`config.mk`:
```
export PLATFORM = sky130hd
export DESIGN_NAME = door_ctrl_timed_flat
export DESIGN_NICKNAME = d
export VERILOG_FILES = /design/src/rtl/door_pkg.sv /design/src/rtl/door_ctrl_timed_if.sv /design/src/rtl/door_tick_timer.sv /design/src/rtl/door_ctrl_timed.sv /design/src/flat_wrapper.sv
export SDC_FILE = /design/constraint.sdc
export NUM_CORES = 1
export LEC_CHECK = 0
export ABC_AREA = 1
export CORE_MARGIN = 10
export CORE_UTILIZATION = 57
export DETAILED_ROUTE_END_ITERATION = 16
export PLACE_DENSITY_LB_ADDON = 0.3
export SLEW_MARGIN = 40
export SYNTH_ARGS = -nofsm -noshare
export SYNTH_HDL_FRONTEND = slang
export SYNTH_SLANG_ARGS = --single-unit
```
`constraint.sdc`:
```
create_clock -name clk -period 2.7 [get_ports clk]
set_input_delay 0.54 -clock clk [delete_from_list [all_inputs] [get_ports clk]]
set_output_delay 0.54 -clock clk [all_outputs]
set_load 0.01 [all_outputs]
```
`src/rtl/door_pkg.sv`:
```
// Shared definitions for the timed automatic-door controller: state codes and widths.
package door_pkg;

    localparam int STATE_W = 3;

    typedef enum logic [STATE_W-1:0] {
        ST_CLOSED    = 3'd0,
        ST_OPENING   = 3'd1,
        ST_OPEN_HOLD = 3'd2,
        ST_CLOSING   = 3'd3,
        ST_FAULT     = 3'd4
    } door_state_e;

endpackage

```
`src/rtl/door_ctrl_timed_if.sv`:
```
// Door controller pin bundle: raw field inputs and enable toward the block, motor/status back out.
interface door_ctrl_timed_if;
    import door_pkg::*;

    logic               ena;
    logic               sensor;
    logic               obstruct;
    logic               lim_open;
    logic               lim_closed;
    logic               lock;
    logic               fault_clr;
    logic               motor_open;
    logic               motor_close;
    logic               fault;
    logic [STATE_W-1:0] state;

    modport master (
        output ena, sensor, obstruct, lim_open, lim_closed, lock, fault_clr,
        input  motor_open, motor_close, fault, state
    );

    modport slave (
        input  ena, sensor, obstruct, lim_open, lim_closed, lock, fault_clr,
        output motor_open, motor_close, fault, state
    );

endinterface

```
`src/rtl/door_tick_timer.sv`:
```
// Prescaler producing a one-cycle tick every PRESCALE enabled cycles, plus a saturating tick counter.
module door_tick_timer #(
    parameter int unsigned PRESCALE = 1000,
    parameter int unsigned CNT_W    = 16
) (
    input  logic             clk,
    input  logic             rst_n,
    input  logic             en,
    input  logic             clr,
    output logic             tick,
    output logic [CNT_W-1:0] tick_count
);

    localparam logic [CNT_W-1:0] ZERO       = CNT_W'(0);
    localparam logic [CNT_W-1:0] ONE        = CNT_W'(1);
    localparam logic [CNT_W-1:0] PRESC_LAST = CNT_W'(PRESCALE - 1);
    localparam logic [CNT_W-1:0] CNT_MAX    = {CNT_W{1'b1}};

    logic [CNT_W-1:0] presc_r;
    logic [CNT_W-1:0] count_r;

    assign tick       = en & (presc_r == PRESC_LAST);
    assign tick_count = count_r;

    // Prescaler and tick counter; clear wins, otherwise advance only while enabled
    always_ff @(posedge clk or negedge rst_n) begin
        if (!rst_n) begin
            presc_r <= ZERO;
            count_r <= ZERO;
        end else if (clr) begin
            presc_r <= ZERO;
            count_r <= ZERO;
        end else if (en) begin
            presc_r <= tick ? ZERO : (presc_r + ONE);
            if (tick && (count_r != CNT_MAX)) begin
                count_r <= count_r + ONE;
            end
        end
    end

endmodule

```
`src/rtl/door_ctrl_timed.sv`:
```
// Automatic door controller: synchronised field inputs, timed hold-open, travel timeout and fault latch.
module door_ctrl_timed
    import door_pkg::*;
#(
    parameter int unsigned PRESCALE     = 1000,
    parameter int unsigned HOLD_TICKS   = 50,
    parameter int unsigned TRAVEL_TICKS = 100,
    parameter int unsigned CNT_W        = 16
) (
    input  logic             clk,
    input  logic             rst_n,
    door_ctrl_timed_if.slave dif
);

    localparam logic [CNT_W-1:0] ONE      = CNT_W'(1);
    localparam logic [CNT_W-1:0] HOLD_N   = CNT_W'(HOLD_TICKS);
    localparam logic [CNT_W-1:0] TRAVEL_N = CNT_W'(TRAVEL_TICKS);

    logic [5:0]       in_s;
    logic [5:0]       sync1_r;
    logic [5:0]       sync2_r;
    logic [1:0]       warm_r;
    logic             sensor_s;
    logic             obstruct_s;
    logic             lim_open_s;
    logic             lim_closed_s;
    logic             lock_s;
    logic             fault_clr_s;
    logic             conflict_s;
    logic             step_s;
    logic             reload_s;
    logic             timer_clr_s;
    logic             tick_s;
    logic [CNT_W-1:0] tick_count_s;
    logic             hold_done_s;
    logic             travel_done_s;
    door_state_e      state_r;
    door_state_e      next_s;

    // True on the edge where the counter reaches n ticks, so expiry lands exactly n*PRESCALE cycles after clear
    function automatic logic timer_reached(input logic [CNT_W-1:0] cnt,
                                           input logic             tk,
                                           input logic [CNT_W-1:0] n);
        return (cnt == n) || (tk && (cnt == (n - ONE)));
    endfunction

    assign in_s = {dif.fault_clr, dif.lock, dif.lim_closed, dif.lim_open, dif.obstruct, dif.sensor};

    // Two-flop synchronisers plus a warm-up flag; these run regardless of ena
    always_ff @(posedge clk or negedge rst_n) begin
        if (!rst_n) begin
            sync1_r <= 6'b000000;
            sync2_r <= 6'b000000;
            warm_r  <= 2'b00;
        end else begin
            sync1_r <= in_s;
            sync2_r <= sync1_r;
            warm_r  <= {warm_r[0], 1'b1};
        end
    end

    assign sensor_s     = sync2_r[0];
    assign obstruct_s   = sync2_r[1];
    assign lim_open_s   = sync2_r[2];
    assign lim_closed_s = sync2_r[3];
    assign lock_s       = sync2_r[4];
    assign fault_clr_s  = sync2_r[5];
    assign conflict_s   = lim_open_s & lim_closed_s;

    // The FSM waits until the synchronisers carry real samples, so cleared flops never fake an open door
    assign step_s = dif.ena & warm_r[1];

    door_tick_timer #(
        .PRESCALE (PRESCALE),
        .CNT_W    (CNT_W)
    ) u_timer (
        .clk        (clk),
        .rst_n      (rst_n),
        .en         (step_s),
        .clr        (timer_clr_s),
        .tick       (tick_s),
        .tick_count (tick_count_s)
    );

    assign hold_done_s   = timer_reached(tick_count_s, tick_s, HOLD_N);
    assign travel_done_s = timer_reached(tick_count_s, tick_s, TRAVEL_N);

    // Next-state decode; limit conflict overrides everything outside FAULT
    always_comb begin
        next_s   = state_r;
        reload_s = 1'b0;
        if (!step_s) begin
            next_s = state_r;
        end else if (conflict_s && (state_r != ST_FAULT)) begin
            next_s = ST_FAULT;
        end else begin
            case (state_r)
                ST_CLOSED: begin
                    if (sensor_s && !lock_s) begin
                        next_s = ST_OPENING;
                    end else if (!lim_closed_s && !sensor_s) begin
                        next_s = ST_CLOSING;
                    end else begin
                        next_s = ST_CLOSED;
                    end
                end
                ST_OPENING: begin
                    if (lim_open_s) begin
                        next_s = ST_OPEN_HOLD;
                    end else if (travel_done_s) begin
                        next_s = ST_FAULT;
                    end else begin
                        next_s = ST_OPENING;
                    end
                end
                ST_OPEN_HOLD: begin
                    if (sensor_s || obstruct_s) begin
                        reload_s = 1'b1;
                    end else if (hold_done_s) begin
                        next_s = ST_CLOSING;
                    end else begin
                        next_s = ST_OPEN_HOLD;
                    end
                end
                ST_CLOSING: begin
                    if (sensor_s || obstruct_s) begin
                        next_s = ST_OPENING;
                    end else if (lim_closed_s) begin
                        next_s = ST_CLOSED;
                    end else if (travel_done_s) begin
                        next_s = ST_FAULT;
                    end else begin
                        next_s = ST_CLOSING;
                    end
                end
                ST_FAULT: begin
                    if (fault_clr_s && !conflict_s) begin
                        next_s = lim_closed_s ? ST_CLOSED : ST_CLOSING;
                    end else begin
                        next_s = ST_FAULT;
                    end
                end
                default: begin
                    next_s = ST_FAULT;
                end
            endcase
        end
    end

    assign timer_clr_s = (next_s != state_r) | reload_s;

    // State register
    always_ff @(posedge clk or negedge rst_n) begin
        if (!rst_n) begin
            state_r <= ST_CLOSED;
        end else begin
            state_r <= next_s;
        end
    end

    // Moore decode from the registered state; ena gates only the motor drives
    assign dif.motor_open  = dif.ena & (state_r == ST_OPENING);
    assign dif.motor_close = dif.ena & (state_r == ST_CLOSING);
    assign dif.fault       = (state_r == ST_FAULT);
    assign dif.state       = state_r;

endmodule

```
`src/flat_wrapper.sv`:
```
// flat-port wrapper written by rule: the top's interface ports become plain ports
module door_ctrl_timed_flat import door_pkg::*;
#(
    parameter int unsigned PRESCALE     = 1000,
    parameter int unsigned HOLD_TICKS   = 50,
    parameter int unsigned TRAVEL_TICKS = 100,
    parameter int unsigned CNT_W        = 16
)
  (clk, rst_n, dif_ena, dif_sensor, dif_obstruct, dif_lim_open, dif_lim_closed, dif_lock, dif_fault_clr, dif_motor_open, dif_motor_close, dif_fault, dif_state);
  door_ctrl_timed_if dif_i ();
  input  logic clk;
  input  logic rst_n;
  input wire logic [$bits(dif_i.ena)-1:0] dif_ena;
  input wire logic [$bits(dif_i.sensor)-1:0] dif_sensor;
  input wire logic [$bits(dif_i.obstruct)-1:0] dif_obstruct;
  input wire logic [$bits(dif_i.lim_open)-1:0] dif_lim_open;
  input wire logic [$bits(dif_i.lim_closed)-1:0] dif_lim_closed;
  input wire logic [$bits(dif_i.lock)-1:0] dif_lock;
  input wire logic [$bits(dif_i.fault_clr)-1:0] dif_fault_clr;
  output wire logic [$bits(dif_i.motor_open)-1:0] dif_motor_open;
  output wire logic [$bits(dif_i.motor_close)-1:0] dif_motor_close;
  output wire logic [$bits(dif_i.fault)-1:0] dif_fault;
  output wire logic [$bits(dif_i.state)-1:0] dif_state;
  assign dif_i.ena = dif_ena;
  assign dif_i.sensor = dif_sensor;
  assign dif_i.obstruct = dif_obstruct;
  assign dif_i.lim_open = dif_lim_open;
  assign dif_i.lim_closed = dif_lim_closed;
  assign dif_i.lock = dif_lock;
  assign dif_i.fault_clr = dif_fault_clr;
  assign dif_motor_open = dif_i.motor_open;
  assign dif_motor_close = dif_i.motor_close;
  assign dif_fault = dif_i.fault;
  assign dif_state = dif_i.state;
  door_ctrl_timed #(.PRESCALE(PRESCALE), .HOLD_TICKS(HOLD_TICKS), .TRAVEL_TICKS(TRAVEL_TICKS), .CNT_W(CNT_W)) u_core (.clk(clk), .rst_n(rst_n), .dif(dif_i));
endmodule
```
==> metrics.txt, run 1 <==
largest net degree at the start of global routing 26; # rows 27; FF-to-FF Start u_core.dif.state[1]; routed vias 2,859; Pwr Density 589 nW/um2; most used cell, CP nand2_1; cell taking the most area after synthesis dfrtp_1; Die W 94.5 um; clk root buf clkbuf_8; net count after synthesis 445; die area 8930 um2; ant diodes 0; final WL 7.05 mm; final period utilization 87.1%; routed length per placed instance 13.4 um; #FFs+latches synth 49; Tmin final 2.35 ns; status finished clean; area taken by multi-input logic gates 1600 um2; Peak Freq 0.425 GHz; initial antenna violation count 0; RSZ-0062 raised after global routing no; clk sink count 49; Synth Area per Inst 7.34 um2; sequential fraction of the synthesis area 38.7%; clk slew on worst S/H paths 0.08 ns; delay-heaviest family, CP simple AND/OR/NAND/NOR gates; final hold violations 0; crit-path cells inv_1 -> nor3_1 -> o21bai_1 -> nor2_1 -> nand2_2 -> nand2_1 -> nand3_1 -> nand2_1 -> nor2_8 -> nand2_4 -> buf_4 -> o21ai_2; global-route usage over all layers 16.6%; Levels on crit path 12; Buf+Inv Stages, Crit Path 2; CP Launch Type flop; H-Tree Depth 2; DP HPWL 5.32 mm; hold slack 0.227 ns; Max VDD drop 0.353 mV; initial DRC count 178; critical path arrival 2.59 ns; critical path peak fanout 14; Layout fillers 488; Initial Utilization 58.2%; Setup Viol. Count Final 0; first-pass GRT wire length 12.2 mm; Synth area leaders dfrtp_1, nand2_1, nand4_1, inv_1, nor2_1; drt pass-1 iters 5; drt drc 0; Max-Cap Viols 0; DP Area 3430 um2; Ys Warns 0; worst-margin pin slew 0.588 ns; crit path to u_core.u_timer.presc_r[8]; Inserted Clock Buffers 5; CP endpoint kind flop; Worst-Skew Late Latency 0.30 ns; post-CTS setup buffers 0; post-route ant nets 0; CTS Hold Bufs 0; I/O pins 15; synthesis-to-finish area growth 11.2%; r2r worst-path depth 12; share of post-route cells with drive strength above 1 9.93%; WS Path Type reg2reg; DR vias/cell 5.45; Max transition margin 60.8%; CP peak stage delay 0.48 ns; Max Transition Viols Final 0; R2R setup slack 0.35 ns; Mapped Cells 431; worst path required time 2.94 ns; CTS tree done; fin nets 467; register area 1230 um2; unique cell type count in the Yosys netlist 33; Resized cells post-CTS 0; Netlist Area Pre-Place 3170 um2; Die Ht 94.5 um; CTS max path bufs 2; GPL Wtd Cong 0.868; Fin Setup TNS 0 ns; Synth top area share 38.7%; Crit. Startpoint u_core.dif.state[1]; number of global-route vias before repair 2,732; slowest CP cell dfrtp_1; port buffer count 14; CORE AREA 5440 um2; Worst Clk Skew 0.00609 ns; Leak 0.00177 uW; R2R Path End u_core.u_timer.presc_r[8]; design area 3520 um2; GRT Residual Overflow 0; worst hold path class in2async
## cells in the mapped netlist
cell       number
nor4_1          3
ha_1            5
nand3_4         1
nand2_2         4
inv_1          62
nand3_2         2
nand3b_1        1
buf_6           5
a21oi_1         1
o2111ai_1       2
dfrtp_1        49
a22oi_1         1
o21ai_2        10
nand2_4         1
o31ai_1         1
o21bai_1        1
nor2_2          1
o21ai_0        12
a221oi_1        1
xnor2_1         1
nor2_1         47
buf_2           4
a21oi_2         1
conb_1          1
clkinv_2        1
xor2_1         16
nand3_1        26
inv_2           1
nor2_8          1
nor3_1         13
nand2_1       106
nand4_1        45
clkbuf_1        5
## power by group
part           internal, uW  switching (uW)  leakage [uW]
sequential              791            78.1      0.000645
combinational           294             470       0.00108
clock                   204             235     0.0000443
total                  1290             783       0.00177
## how the worst min path moves through the flow
stage,from,end,cells after the start
global route,rst_n,u_core.sync1_r[4],1
floorplan,rst_n,u_core.dif.state[0],0
global placement,u_core.sync1_r[3],u_core.sync2_r[3],0
finish,rst_n,u_core.sync1_r[4],1
CTS,rst_n,u_core.sync1_r[4],1
detailed placement,u_core.sync1_r[2],u_core.sync2_r[2],0
## per-stage QoR
step,instances,utilization [%],total power (uW),worst slack [ns]
global placement,518,63.1,1620,0.143
floorplan,431,-,1440,0.768
finish,525,64.7,2070,0.348
CTS,525,64.7,2080,0.344
detailed placement,518,63.1,1650,0.0828
global route,525,64.7,2210,0.196
## cell families (layout without fill, tap and decap cells)
logic type,Yosys count,after routing,synth area share (%)
and+or+nand+nor,251,251,37.2
xor gates and xnor gates,17,17,4.70
other,1,1,0.118
adders and majority gates,5,5,1.98
DFF,49,49,38.7
AOI/OAI and AO/OA,30,30,6.64
buffers and inverters,78,100,10.6
## state kept, by name (all words and copies together) (netlist names)
| name | cells |
|---|---|
| u_core.u_timer.presc_r | 16 |
| u_core.u_timer.tick_count | 16 |
| u_core.sync1_r | 6 |
| u_core.sync2_r | 6 |
| u_core.dif.state | 3 |
| u_core.warm_r | 2 |
## layout by cell type (no fill, tap or decap), types with 10 or more instances in the layout
cell type,instances
nand3_1,26
buf_4,13
dfrtp_1,49
clkdlybuf4s50_1,13
o21ai_0,12
nand2_1,106
xor2_1,16
nand4_1,45
inv_1,62
nor3_1,13
nor2_1,47
o21ai_2,10
## final cells by class
type | instances | share of cell area (%)
multi-input combinational | 304 | 45.5
sequential | 49 | 34.8
timing repair buffer | 29 | 7.75
clock buffer | 7 | 2.45
tap | 72 | 2.56
inverter | 64 | 6.86
## per-layer routing
layer  part of all wire, %  GRT usage [%]  vias to the layer above
met1                    46           21.2                     1320
met2                    47           27.5                       70
li1                      -              -                     1455
met3                   5.2           2.93                       14
met5                     0              0                        -
met4                   1.6           6.23                        0
Note: power is estimated with default switching activity, not from simulation.
==> run 2, diff against run 1 <==
- CORE_MARGIN: 10 -> default
==> run 2 against run 1 <==
Clock-buffer cell count stayed put. Die area is 34% lower. Final area is 0.92% lower. Hold slack worse by 0.21 ns. Sequential power hardly changed. Critical path depth is 8 lower. Combinational power is 2% higher. Fmax is 0.83% higher. Via count is 1.5% higher. Utilization is 1.9 points higher. Non-clock buffer count is 2 lower.
==> metrics.txt, run 2 (synthesis results as in run 1) <==
logic gate share of total power 37.7% (+0.8 points); final WL 6.92 mm (-1.9%); worst path required time 2.16 ns (-0.78 ns); RSZ-0062 raised after global routing no; Die Ht 76.5 um (-19%); Peak Freq 0.429 GHz (+0.83%); Max-Cap Viols 0 (unchanged); GRT Residual Overflow 0 (unchanged); number of global-route vias before repair 2,696 (-1.3%); final period utilization 86.4% (-0.72 points); port buffer count 14 (unchanged); Leak 0.00175 uW (-1.2%); Internal 1260 uW (-1.9%); Die W 76.5 um (-19%); status finished clean; share of post-route cells with drive strength above 1 9.51% (-0.42 points); Inserted Clock Buffers 5 (unchanged); drt drc 0 (unchanged); Clk pwr share 20.5% (-0.7 points); Tmin final 2.33 ns (-0.0193 ns); CTS tree done; post-route ant nets 0 (unchanged); ant diodes 0 (unchanged); CP endpoint kind output pin; critical path arrival 1.79 ns (-0.80 ns); global-route usage over all layers 25.9% (+9.3 points); post-CTS setup buffers 0 (unchanged); commonest non-fill, non-tap cells in the layout nand2_1, inv_1, dfrtp_1; WS Path Type reg2out; Initial Utilization 60.4% (+2.2 points); critical path peak fanout 7 (-7); # rows 26 (-3.7%); final hold violations 0 (unchanged); Worst-Skew Late Latency 0.31 ns (about the same); Switching Fraction 39.1% (+1.3 points); Max Transition Viols Final 0 (unchanged); Pwr Density 595 nW/um2 (+1.1%); Setup Viol. Count Final 0 (unchanged); post-placement setup slack 0.106 ns (+0.0231 ns); drt pass-1 iters 5 (unchanged); Fin Setup TNS 0 ns (unchanged); die area 5860 um2 (-34%); Reg power frac 41.8% (about the same); clk sink count 49 (unchanged); Max VDD drop 0.381 mV (+7.8%); Psw 810 uW (+3.5%); DP HPWL 5.10 mm (-4.1%); initial antenna violation count 0 (unchanged); CP Launch Type flop; routed vias 2,901 (+1.5%); initial DRC count 274 (+54%); commonest non-fill, non-tap cell in the layout nand2_1; clk root buf clkbuf_8; final worst slack 0.368 ns (+0.0193 ns); largest net degree at the start of global routing 35 (+35%); CTS max path bufs 2 (unchanged); GPL Wtd Cong 0.936 (+7.8%); routed length per placed instance 13.3 um (-1.3%); first-pass GRT wire length 12.2 mm (about the same); clk slew on worst S/H paths 0.09 ns (about the same); H-Tree Depth 2 (unchanged); DR vias/cell 5.56 (+2.1%); synthesis-to-finish area growth 10.2%; worst hold path class in2async; Worst Clk Skew 0.0129 ns (+0.00683 ns); CORE AREA 5240 um2 (-3.7%); CTS Hold Bufs 0 (unchanged); fin nets 465 (-0.43%); Resized cells post-CTS 0 (unchanged); I/O pins 15 (unchanged)
[run 2: changes by cell type in the layout (fill, tap and decap cells not counted)]
cell / delta
clkbuf_8: -1
clkbuf_1: +1
clkinvlp_4: +1
buf_12: -1
buf_4: -1
[run 2: path summary, 6_finish.rpt]
path                                           start  cells after the start  slack, ns                           end
max                              u_core.dif.state[2]                      4       0.37               dif_motor_close
min                                            rst_n                      1       0.02    u_core.u_timer.presc_r[11]
max reg2reg                u_core.u_timer.presc_r[0]                     16       0.42  u_core.u_timer.tick_count[8]
min reg2reg                        u_core.sync1_r[1]                      0       0.35             u_core.sync2_r[1]
max in group asynchronous                      rst_n                      2       2.17  u_core.u_timer.tick_count[1]
min in group clk                   u_core.sync1_r[1]                      0       0.35             u_core.sync2_r[1]
[run 2: stage by stage]
step           utilization [%]  cells  total power (uW)  hold WS, ns  instance area [um2]
2_1_floorplan                -    431              1440        0.244                 3170
3_3_place_gp              65.0    514              1620        0.332                 3400
3_5_place_dp              65.0    514              1660        0.336                 3400
4_1_cts                   66.6    522              2080       0.0273                 3490
5_1_grt                   66.6    522              2200       0.0311                 3490
6_report                  66.6    522              2070       0.0209                 3490
[run 2: power groups by stage]
stage                     combinational, uW  sequential (uW)  clock, uW
after global routing                    858              878        462
after CTS                               779              865        433
after detailed placement                778              878          0
final                                   782              867        425
after floorplan                         576              863          0
after global placement                  743              876          0
[run 2: metal layers]
layer  global-route usage (%)  wire length [um]  vias up
met5                        0                 0        -
met4                     10.4               170        0
met3                     4.79               393       20
met2                     40.1              3120       85
met1                     35.8              3230     1352
li1                         -                 -     1444
[run 2: final cells by class]
cell class / instances / area [um2]
clock inverter: 1 / 7.51
sequential: 49 / 1230
timing repair buffer: 27 / 245
clock buffer: 7 / 76.3
fill: 460 / 1750
multi-input combinational: 304 / 1600
tap: 70 / 87.6
inverter: 64 / 241
[run 2: critical path: stages (launching register included)]
cell and delay [ns]:
dfrtp_1 0.46, inv_1 0.17, nand3_1 0.16, nor2_1 0.15, clkdlybuf4s50_1 0.54
==> run 3, diff against run 2 <==
- clock period: 2.7 -> 2.8 ns (I/O delays scaled with it)
==> run 3 against run 2 <==
Setup slack gained 0.0037 ns. Hold slack gained 0.20 ns. Largest power group unchanged. Critical path type is now in2reg. Sequential power shrank 3.7%. Sequential share of layout area shrank 0.10 points.
==> metrics.txt, run 3 (synthesis results as in run 1) <==
worst hold path class in2async; ant diodes 0 (unchanged); fin nets 462 (-0.65%); global-route usage over all layers 25.7% (-0.19 points); drt pass-1 iters 5 (unchanged); Max transition margin 65.4%; r2r worst-path depth 16 (unchanged); number of global-route vias before repair 2,688 (-0.30%); commonest non-fill, non-tap cells in the layout nand2_1, inv_1, dfrtp_1; worst-margin pin slew 0.519 ns; Initial Utilization 60.4% (unchanged); Power Total 2090 uW (+0.82%); RSZ-0062 raised after global routing no; R2R Path End u_core.u_timer.tick_count[4]; clk slew on worst S/H paths 0.09 ns (about the same); critical path arrival 2.67 ns (+0.88 ns); Worst-Skew Late Latency 0.30 ns (about the same); routed length per placed instance 13.4 um (+0.84%); Tmin final 2.43 ns; post-CTS setup buffers 0 (unchanged); most used cell, CP nand2_1; drt drc 0 (unchanged); Peak Freq 0.412 GHz; initial antenna violation count 0 (unchanged); Worst Clk Skew 0.00909 ns (-0.00383 ns); clk sink count 49 (unchanged); Post-Layout Cell Count 519 (-0.57%); DP HPWL 5.01 mm (-1.8%); DR vias/cell 5.57 (+0.20%); Buf+Inv Stages, Crit Path 4 (+2); Die W 76.5 um (unchanged); Die Ht 76.5 um (unchanged); routed vias 2,890 (-0.38%); Max-Cap Viols 0 (unchanged); CTS Hold Bufs 0 (unchanged); critical path peak fanout 34 (+27); first-pass GRT wire length 12.2 mm (+0.17%); final WL 6.94 mm (+0.26%); CP Launch Type input port; share of post-route cells with drive strength above 1 9.13% (-0.38 points); CTS max path bufs 2 (unchanged); largest net degree at the start of global routing 35 (unchanged); CORE AREA 5240 um2 (unchanged); GPL Wtd Cong 0.896 (-4.3%); port buffer count 14 (unchanged); worst path required time 3.04 ns (+0.88 ns); Resized cells post-CTS 0 (unchanged); Max Transition Viols Final 0 (unchanged); Inserted Clock Buffers 5 (unchanged); Setup Viol. Count Final 0 (unchanged); post-route ant nets 0 (unchanged); Max VDD drop 0.446 mV (+17%); synthesis-to-finish area growth 10.5%; CTS tree done; DP Area 3380 um2 (-0.66%); die area 5860 um2 (unchanged); CP peak stage delay 0.50 ns (-0.04 ns); clk root buf clkbuf_8; FF-to-FF Start u_core.u_timer.presc_r[1]; final period utilization 86.7%; GRT Residual Overflow 0 (unchanged); status finished clean; # rows 26 (unchanged); I/O pins 15 (unchanged); commonest non-fill, non-tap cell in the layout nand2_1; R2R setup slack 0.48 ns (+0.06 ns); crit-path cells clkdlybuf4s50_1 -> nand2_1 -> inv_1 -> nand4_1 -> nor2_1 -> nand2_1 -> nand2_1 -> nand2_1 -> nand3_1 -> nand2_1 -> nand3_1 -> nand2_1 -> clkinv_2 -> buf_4 -> nand4_1 -> nand2_1; design area 3500 um2 (+0.29%); delay-heaviest family, CP simple AND/OR/NAND/NOR gates; final hold violations 0 (unchanged); Pwr Density 598 nW/um2 (+0.53%); CP endpoint kind flop; H-Tree Depth 2 (unchanged); Post-Place Cells 511 (-0.58%); Fin Setup TNS 0 ns (unchanged); slowest CP cell clkdlybuf4s50_1; initial DRC count 287 (+4.7%); WS Path Type in2reg; Leak 0.00175 uW (+0.27%)
-- run 3: final cells by class --
cell class | instances | area [um2]
sequential | 49 | 1230
timing repair buffer | 24 | 223
tap | 70 | 87.6
fill | 441 | 1740
inverter | 64 | 241
clock inverter | 1 | 30.0
multi-input combinational | 304 | 1600
clock buffer | 7 | 86.3
-- run 3: power breakdown --
| part | total (uW) | internal [uW] | switching, uW | leakage (uW) |
|---|---|---|---|---|
| clock network | 527 | 291 | 236 | 0.0000585 |
| logic | 729 | 264 | 465 | 0.00105 |
| registers | 835 | 763 | 72.7 | 0.000645 |
-- run 3: metal layers --
metal	vias to the layer above	share of wire, %	GRT usage (%)
met5	-	0	0
met4	0	1.3	7.31
met3	11	4.6	4.55
met2	79	47	41.9
met1	1365	47	35.1
li1	1435	-	-
-- run 3: worst max path at each step --
| stage | start | end | slack [ns] | depth (start not counted) |
|---|---|---|---|---|
| after floorplan | u_core.u_timer.tick_count[0] | u_core.u_timer.tick_count[10] | 0.87 | 13 |
| after global placement | dif_ena | u_core.u_timer.presc_r[7] | 0.24 | 15 |
| after detailed placement | dif_ena | u_core.u_timer.tick_count[4] | 0.08 | 16 |
| after CTS | dif_ena | u_core.u_timer.tick_count[4] | 0.38 | 16 |
| after global routing | dif_ena | u_core.u_timer.tick_count[4] | 0.17 | 16 |
| final | dif_ena | u_core.u_timer.tick_count[4] | 0.37 | 16 |
-- run 3: metrics by stage --
step	util, %	hold slack, ns	setup WS, ns
final	66.8	0.219	0.371
after global routing	66.8	0.249	0.174
after CTS	66.8	0.235	0.379
after detailed placement	64.5	0.336	0.0826
after global placement	64.5	0.332	0.236
after floorplan	-	0.264	0.868
